**config.mk**
```make
export PLATFORM = sky130hd
export DESIGN_NAME = seg_scan_driver_flat
export DESIGN_NICKNAME = d
export VERILOG_FILES = /design/src/rtl/disp_pkg.sv /design/src/rtl/seg_scan_driver_if.sv /design/src/rtl/scan_timer.sv /design/src/rtl/seg_scan_driver.sv /design/src/flat_wrapper.sv
export SDC_FILE = /design/constraint.sdc
export NUM_CORES = 1
export LEC_CHECK = 0
export CAP_MARGIN = 25
export CORE_ASPECT_RATIO = 1.1
export CORE_MARGIN = 2
export CORE_UTILIZATION = 55
export DETAILED_ROUTE_END_ITERATION = 10
export PLACE_DENSITY = 0.75
export RECOVER_POWER = 100
export REMOVE_ABC_BUFFERS = 1
export SYNTH_ARGS = -nofsm -noshare
export SYNTH_HDL_FRONTEND = slang
export SYNTH_SLANG_ARGS = --single-unit
```
**constraint.sdc**
```tcl
create_clock -name clk -period 5.2 [get_ports clk]
set_input_delay 1.04 -clock clk [delete_from_list [all_inputs] [get_ports clk]]
set_output_delay 1.04 -clock clk [all_outputs]
set_load 0.03 [all_outputs]
```
**src/rtl/disp_pkg.sv**
```systemverilog
// Shared constants and BCD-to-segment decode for the multiplexed seven-segment display.
// All segment patterns are active-low in the order {g,f,e,d,c,b,a}.
package disp_pkg;

    localparam int NUM_DIGITS = 4;

    localparam logic [6:0] SEG_BLANK = 7'b1111111;
    localparam logic [3:0] AN_OFF    = 4'b1111;

    // Codes above 9 decode to an unlit digit rather than a garbage pattern.
    function automatic logic [6:0] bcd2seg(input logic [3:0] bcd);
        logic [6:0] seg;
        case (bcd)
            4'd0:    seg = 7'b1000000;
            4'd1:    seg = 7'b1111001;
            4'd2:    seg = 7'b0100100;
            4'd3:    seg = 7'b0110000;
            4'd4:    seg = 7'b0011001;
            4'd5:    seg = 7'b0010010;
            4'd6:    seg = 7'b0000010;
            4'd7:    seg = 7'b1111000;
            4'd8:    seg = 7'b0000000;
            4'd9:    seg = 7'b0010000;
            default: seg = SEG_BLANK;
        endcase
        return seg;
    endfunction

endpackage

```
**src/rtl/seg_scan_driver_if.sv**
```systemverilog
// Display bus: digit data and controls from the producer, pin-level drive toward the display.
// The producer side is master; the scan driver is slave.
interface seg_scan_driver_if;
    logic [15:0] digits_in;
    logic [3:0]  dp_in;
    logic [3:0]  blink_en;
    logic        blank_lz;
    logic        load;
    logic [3:0]  an;
    logic [6:0]  seg;
    logic        dp;
    logic        frame_done;

    modport master (
        output digits_in, dp_in, blink_en, blank_lz, load,
        input  an, seg, dp, frame_done
    );

    modport slave (
        input  digits_in, dp_in, blink_en, blank_lz, load,
        output an, seg, dp, frame_done
    );
endinterface

```
**src/rtl/scan_timer.sv**
```systemverilog
// Time base for the scanner: digit-slot prescaler with its terminal tick, the anti-ghosting
// dead-time window at the start of each slot, and the free-running blink phase.
module scan_timer #(
    parameter int SCAN_DIV    = 100_000,
    parameter int DEAD_CYCLES = 16,
    parameter int BLINK_DIV   = 50_000_000
) (
    input  logic clk,
    input  logic rst,
    output logic tick,
    output logic dead,
    output logic blink_phase
);

    localparam int PW = (SCAN_DIV  > 1) ? $clog2(SCAN_DIV)  : 1;
    localparam int BW = (BLINK_DIV > 1) ? $clog2(BLINK_DIV) : 1;

    localparam logic [PW-1:0] PRESC_MAX = PW'(SCAN_DIV - 1);
    localparam logic [PW-1:0] DEAD_END  = PW'(DEAD_CYCLES);
    localparam logic [BW-1:0] BLINK_MAX = BW'(BLINK_DIV - 1);

    logic [PW-1:0] presc_q, presc_d;
    logic [BW-1:0] blink_cnt_q, blink_cnt_d;
    logic          blink_phase_q, blink_phase_d;

    always_comb begin
        presc_d       = presc_q + PW'(1);
        blink_cnt_d   = blink_cnt_q + BW'(1);
        blink_phase_d = blink_phase_q;
        if (presc_q == PRESC_MAX) begin
            presc_d = '0;
        end
        if (blink_cnt_q == BLINK_MAX) begin
            blink_cnt_d   = '0;
            blink_phase_d = ~blink_phase_q;
        end
    end

    always_ff @(posedge clk) begin
        if (rst) begin
            presc_q       <= '0;
            blink_cnt_q   <= '0;
            blink_phase_q <= 1'b0;
        end else begin
            presc_q       <= presc_d;
            blink_cnt_q   <= blink_cnt_d;
            blink_phase_q <= blink_phase_d;
        end
    end

    assign tick        = (presc_q == PRESC_MAX);
    assign dead        = (presc_q < DEAD_END);
    assign blink_phase = blink_phase_q;

endmodule

```
**src/rtl/seg_scan_driver.sv**
```systemverilog
// Four-digit common-anode display scanner: double-buffered digit data, per-slot blanking
// (dead time, blink, leading zeros) and fully registered pin outputs.
module seg_scan_driver
    import disp_pkg::*;
#(
    parameter int SCAN_DIV    = 100_000,
    parameter int DEAD_CYCLES = 16,
    parameter int BLINK_DIV   = 50_000_000
) (
    input  logic               clk,
    input  logic               rst,
    seg_scan_driver_if.slave   bus
);

    logic tick;
    logic dead;
    logic blink_phase;

    scan_timer #(
        .SCAN_DIV    (SCAN_DIV),
        .DEAD_CYCLES (DEAD_CYCLES),
        .BLINK_DIV   (BLINK_DIV)
    ) u_scan_timer (
        .clk         (clk),
        .rst         (rst),
        .tick        (tick),
        .dead        (dead),
        .blink_phase (blink_phase)
    );

    logic [1:0]            index_q, index_d;
    logic [15:0]           pend_dig_q, pend_dig_d;
    logic [3:0]            pend_dp_q, pend_dp_d;
    logic [15:0]           act_dig_q, act_dig_d;
    logic [3:0]            act_dp_q, act_dp_d;
    logic [3:0]            an_q, an_d;
    logic [6:0]            seg_q, seg_d;
    logic                  dp_q, dp_d;
    logic                  frame_done_q, frame_done_d;

    logic                  boundary;
    logic [NUM_DIGITS-1:0] nib_zero;
    logic [NUM_DIGITS-1:0] lz_blank;
    logic [NUM_DIGITS-1:0] digit_blank;
    logic [3:0]            cur_nib;
    logic                  lz_run;
    logic                  show;

    assign boundary = tick && (index_q == 2'd3);

    generate
        for (genvar gi = 0; gi < NUM_DIGITS; gi++) begin : g_digit
            assign nib_zero[gi]    = (act_dig_q[gi*4 +: 4] == 4'd0);
            assign digit_blank[gi] = (bus.blink_en[gi] & blink_phase) | lz_blank[gi];
        end
    endgenerate

    // A zero is only suppressed while every digit to its left is also suppressed.
    always_comb begin
        lz_blank = '0;
        lz_run   = bus.blank_lz;
        for (int i = NUM_DIGITS - 1; i >= 1; i--) begin
            lz_run      = lz_run & nib_zero[i];
            lz_blank[i] = lz_run;
        end
    end

    always_comb begin
        index_d      = index_q;
        pend_dig_d   = pend_dig_q;
        pend_dp_d    = pend_dp_q;
        act_dig_d    = act_dig_q;
        act_dp_d     = act_dp_q;
        frame_done_d = boundary;

        if (tick) begin
            index_d = index_q + 2'd1;
        end
        if (bus.load) begin
            pend_dig_d = bus.digits_in;
            pend_dp_d  = bus.dp_in;
        end
        // A load coinciding with the frame boundary bypasses the shadow so it shows this frame.
        if (boundary) begin
            act_dig_d = bus.load ? bus.digits_in : pend_dig_q;
            act_dp_d  = bus.load ? bus.dp_in     : pend_dp_q;
        end
    end

    always_comb begin
        cur_nib = act_dig_q[{index_q, 2'b00} +: 4];
        show    = !dead && !digit_blank[index_q];
        an_d    = AN_OFF;
        seg_d   = SEG_BLANK;
        dp_d    = 1'b1;
        if (show) begin
            an_d  = ~(4'b0001 << index_q);
            seg_d = bcd2seg(cur_nib);
            dp_d  = ~act_dp_q[index_q];
        end
    end

    always_ff @(posedge clk) begin
        if (rst) begin
            index_q      <= '0;
            pend_dig_q   <= '0;
            pend_dp_q    <= '0;
            act_dig_q    <= '0;
            act_dp_q     <= '0;
            an_q         <= AN_OFF;
            seg_q        <= SEG_BLANK;
            dp_q         <= 1'b1;
            frame_done_q <= 1'b0;
        end else begin
            index_q      <= index_d;
            pend_dig_q   <= pend_dig_d;
            pend_dp_q    <= pend_dp_d;
            act_dig_q    <= act_dig_d;
            act_dp_q     <= act_dp_d;
            an_q         <= an_d;
            seg_q        <= seg_d;
            dp_q         <= dp_d;
            frame_done_q <= frame_done_d;
        end
    end

    assign bus.an         = an_q;
    assign bus.seg        = seg_q;
    assign bus.dp         = dp_q;
    assign bus.frame_done = frame_done_q;

endmodule

```
**src/flat_wrapper.sv**
```systemverilog
// flat-port wrapper written by rule: the top's interface ports become plain ports
module seg_scan_driver_flat import disp_pkg::*;
#(
    parameter int SCAN_DIV    = 100_000,
    parameter int DEAD_CYCLES = 16,
    parameter int BLINK_DIV   = 50_000_000
)
  (clk, rst, bus_digits_in, bus_dp_in, bus_blink_en, bus_blank_lz, bus_load, bus_an, bus_seg, bus_dp, bus_frame_done);
  seg_scan_driver_if bus_i ();
  input  logic clk;
  input  logic rst;
  input wire logic [$bits(bus_i.digits_in)-1:0] bus_digits_in;
  input wire logic [$bits(bus_i.dp_in)-1:0] bus_dp_in;
  input wire logic [$bits(bus_i.blink_en)-1:0] bus_blink_en;
  input wire logic [$bits(bus_i.blank_lz)-1:0] bus_blank_lz;
  input wire logic [$bits(bus_i.load)-1:0] bus_load;
  output wire logic [$bits(bus_i.an)-1:0] bus_an;
  output wire logic [$bits(bus_i.seg)-1:0] bus_seg;
  output wire logic [$bits(bus_i.dp)-1:0] bus_dp;
  output wire logic [$bits(bus_i.frame_done)-1:0] bus_frame_done;
  assign bus_i.digits_in = bus_digits_in;
  assign bus_i.dp_in = bus_dp_in;
  assign bus_i.blink_en = bus_blink_en;
  assign bus_i.blank_lz = bus_blank_lz;
  assign bus_i.load = bus_load;
  assign bus_an = bus_i.an;
  assign bus_seg = bus_i.seg;
  assign bus_dp = bus_i.dp;
  assign bus_frame_done = bus_i.frame_done;
  seg_scan_driver #(.SCAN_DIV(SCAN_DIV), .DEAD_CYCLES(DEAD_CYCLES), .BLINK_DIV(BLINK_DIV)) u_core (.clk(clk), .rst(rst), .bus(bus_i));
endmodule
```
==> metrics.yaml <==
placement:
  postPlaceCellArea_sq_um: 4530
  portBuffers: 40
  gp_congestion: 0.815
  dp_hpwl_mm: 5.15
grt:
  grt_max_degree: 41
  grt_overflow: 0
  grt_pass1_vias: 2836
  grt_usage_pct: 19.6
  grt_antenna_before_repair: 0
  grt_pass1_wl_mm: 12.6
power_and_ir_drop:
  p_switching_w: 0.000283
  seq_power_share_pct: 58.1
  p_per_area_nw_per_um2: 283
  combPwrFrac_pct: 4.7
  p_sw_share_pct: 21.2
  clkPwrFrac_pct: 37.2
  p_int_w: 0.00105
  vdd_drop_max_uv: 193
  p_leak_nw: 1.73
sta:
  setup_tns_ns: 0
  max_freq_mhz: 271
  finalClockSkew_ns: 0.0108
  worst_pin_slew_ns: 1.48
  fin_hold_ws_ns: 0.475
  layout_min_cycle_time_ns: 3.68
  post-route-period-util_pct: 70.9
  setup_viol: 0
  finalMaxSlewViolations: 0
  finalHoldViolations: 0
  rsz0062_at_grt: "no"
  relSlewSlack_pct: 1.19
clock_network:
  cts_hold_buf: 0
  postCtsSetupBuffers: 0
  clock-sinks: 99
  ctsRootBufferMaster: "clkbuf_8"
  cts_made_buffers: 9
  clk_pin_slew_ns: 0.09
  worstSkewPairLatency_ns: 0.36
  cts_repair_resize_count: 0
  htree_levels: 3
  cts_tree: "built"
  clockBufferDepth: 2
floorplanning:
  num_io_pins: 41
  rows: 32
  die_h_microns: 94.2
  core_area_sq_um: 7090
  die_area_sq_um: 8100
  initial_core_util_pct: 57.4
  fp.dieW_microns: 86.0
synthesis:
  synth-seq-area-share_pct: 48.8
  synth_cell_type_count: 37
  syn_area_sq_um: 4070
  synth_area_leader_cell: "dfxtp_1"
  yosys_warnings: 0
  syn_avg_cell_area_sq_um: 9.39
  synthTopCellsByArea: "dfxtp_1 (49%), nor2_1 (8.9%), xor2_1 (6.0%)"
  yosys.area.top_type_share_pct: 48.8
  synth-seq-cells: 99
  syn_inst: 433
job:
  maxCapViolations: 0
setup_path:
  worstPathArrival_ns: 3.90
  endpoint_kind: "flop"
  cp-start-kind: "input pin"
  path_max_fanout: 25
  worstSetupPathType: "in -> reg"
  required_ns: 5.41
drt:
  wire_per_inst_microns: 13.1
  drc: 0
  wl_mm: 7.31
  vias: 2999
  dr.pass1.iters: 4
  antenna_left: 0
  vias_per_cell: 5.37
  dr.first_iter.drc_count: 110
cells_and_area:
  fillers: 601
  design_area_sq_um: 4720
  post_route_cells_drive_above_1_share_pct: 5.07
  num_antenna_cells: 0
  synthToLayoutAreaGrowth_pct: 16.1
  final_nets: 507
min_path:
  hp-class: "reg -> reg"
run_status:
  outcome: "completed"
[power by group through the flow]
stage          clock network (W)  registers (W)  logic [W]
2_1_floorplan                  0       0.000793  0.0000265
3_3_place_gp                   0       0.000794  0.0000627
3_5_place_dp                   0       0.000794  0.0000638
4_1_cts                 0.000508       0.000777  0.0000642
5_1_grt                 0.000534       0.000778  0.0000696
6_report                0.000497       0.000776  0.0000628
[routing by layer]
| metal | global-route usage, % | wire length (microns) | up-vias |
|---|---|---|---|
| met5 | 0 | 0 | - |
| met1 | 23.9 | 3390 | 1406 |
| met3 | 3.95 | 239 | 9 |
| met2 | 34.3 | 3590 | 41 |
| li1 | - | - | 1543 |
| met4 | 6.88 | 78 | 0 |
[cells by family after synthesis]
group,after synthesis,share of synthesized area (%)
AND/OR/NAND/NOR,191,22.3
flip-flops,99,48.8
XOR/XNOR,40,8.62
AO/OA/AOI/OAI,37,6.09
buffers and inverters,29,2.86
multiplexers,26,7.94
adder cells (fa/ha/maj),11,3.39
[registers in the layout (all words and copies together) (netlist names)]
signal and flops:
u_core.u_scan_timer.blink_phase 1, u_core.u_scan_timer.presc_q 17, u_core.bus.seg 7, u_core.act_dig_q 16, u_core.bus.dp 1, u_core.bus.an 4, u_core.u_scan_timer.blink_cnt_q 26, u_core.index_q 2
u_core.act_dp_q 4, u_core.pend_dig_q 16, u_core.bus.frame_done 1, u_core.pend_dp_q 4
[metrics by stage]
step	setup WS [ns]	instances	total power [W]	utilization (%)
finish	1.52	558	0.00134	66.6
global route	1.30	558	0.00138	66.6
CTS	2.26	558	0.00135	66.8
detailed placement	1.87	542	0.000858	63.9
global placement	1.92	542	0.000856	63.9
floorplan	0.906	413	0.000819	-
[critical path, stage by stage]
cell and delay (ns):
dlygate4sd3_1 1.08, clkbuf_1 0.85, or2_0 0.79, nor2_1 0.12
[placed cells by master, fill, tap and decap left out, types with 2 or more instances in the layout]
master / n
nand2_1: 24
nor2_1: 96
nand4_1: 9
mux4_2: 5
mux2i_1: 21
nor3_1: 3
dfxtp_1: 99
a211oi_1: 20
clkbuf_1: 5
dlygate4sd3_1: 15
nor4_1: 3
ha_1: 11
and4_1: 5
nor2b_1: 2
inv_1: 9
nor4b_1: 2
nand3_1: 21
clkbuf_8: 11
clkdlybuf4s50_1: 25
a21oi_1: 7
o21ai_0: 6
and3_1: 8
nor4_2: 2
or2_0: 2
xnor2_1: 12
nand2b_1: 4
xor2_1: 28
or4_1: 5
[worst paths after layout]
kind	from	cells past startpoint	to	slack (ns)
setup / recovery	rst	4	u_core.u_scan_timer.presc_q[2]$_SDFF_PP0_	1.52
hold / removal	u_core.u_scan_timer.presc_q[0]$_SDFF_PP0_	1	u_core.u_scan_timer.presc_q[0]$_SDFF_PP0_	0.47
setup reg to reg	u_core.u_scan_timer.blink_cnt_q[0]$_SDFF_PP0_	6	u_core.u_scan_timer.blink_cnt_q[23]$_SDFF_PP0_	2.60
hold reg to reg	u_core.u_scan_timer.presc_q[0]$_SDFF_PP0_	1	u_core.u_scan_timer.presc_q[0]$_SDFF_PP0_	0.47
[cell usage after synthesis (all sizes together)]
cell type and instances:
dfxtp 99, nor2 96, xor2 28, nand2 24
mux2i 21, nand3 21, a211oi 20, clkbuf 17
xnor2 12, ha 11, inv 9, nand4 9
and3 8, a21oi 7, o21ai 6, and4 5
mux4 5, nor4 5, or4 5, nand2b 4
buf 3, nor3 3, or2 3, nor2b 2
nor4b 2, a21o 1, a311o 1, nor4bb 1
o211ai 1, o31ai 1, or3 1, or3b 1
or4b 1
[area by class of cell]
type | instances | area [sq um] | area share, %
sequential | 99 | 1980 | 42.0
multi-input combinational | 305 | 1970 | 41.8
timing repair buffer | 44 | 419 | 8.88
clock buffer | 13 | 159 | 3.37
tap | 85 | 106 | 2.25
clock inverter | 3 | 46.3 | 0.981
inverter | 9 | 33.8 | 0.716
Power figures use the tool's default switching activity.
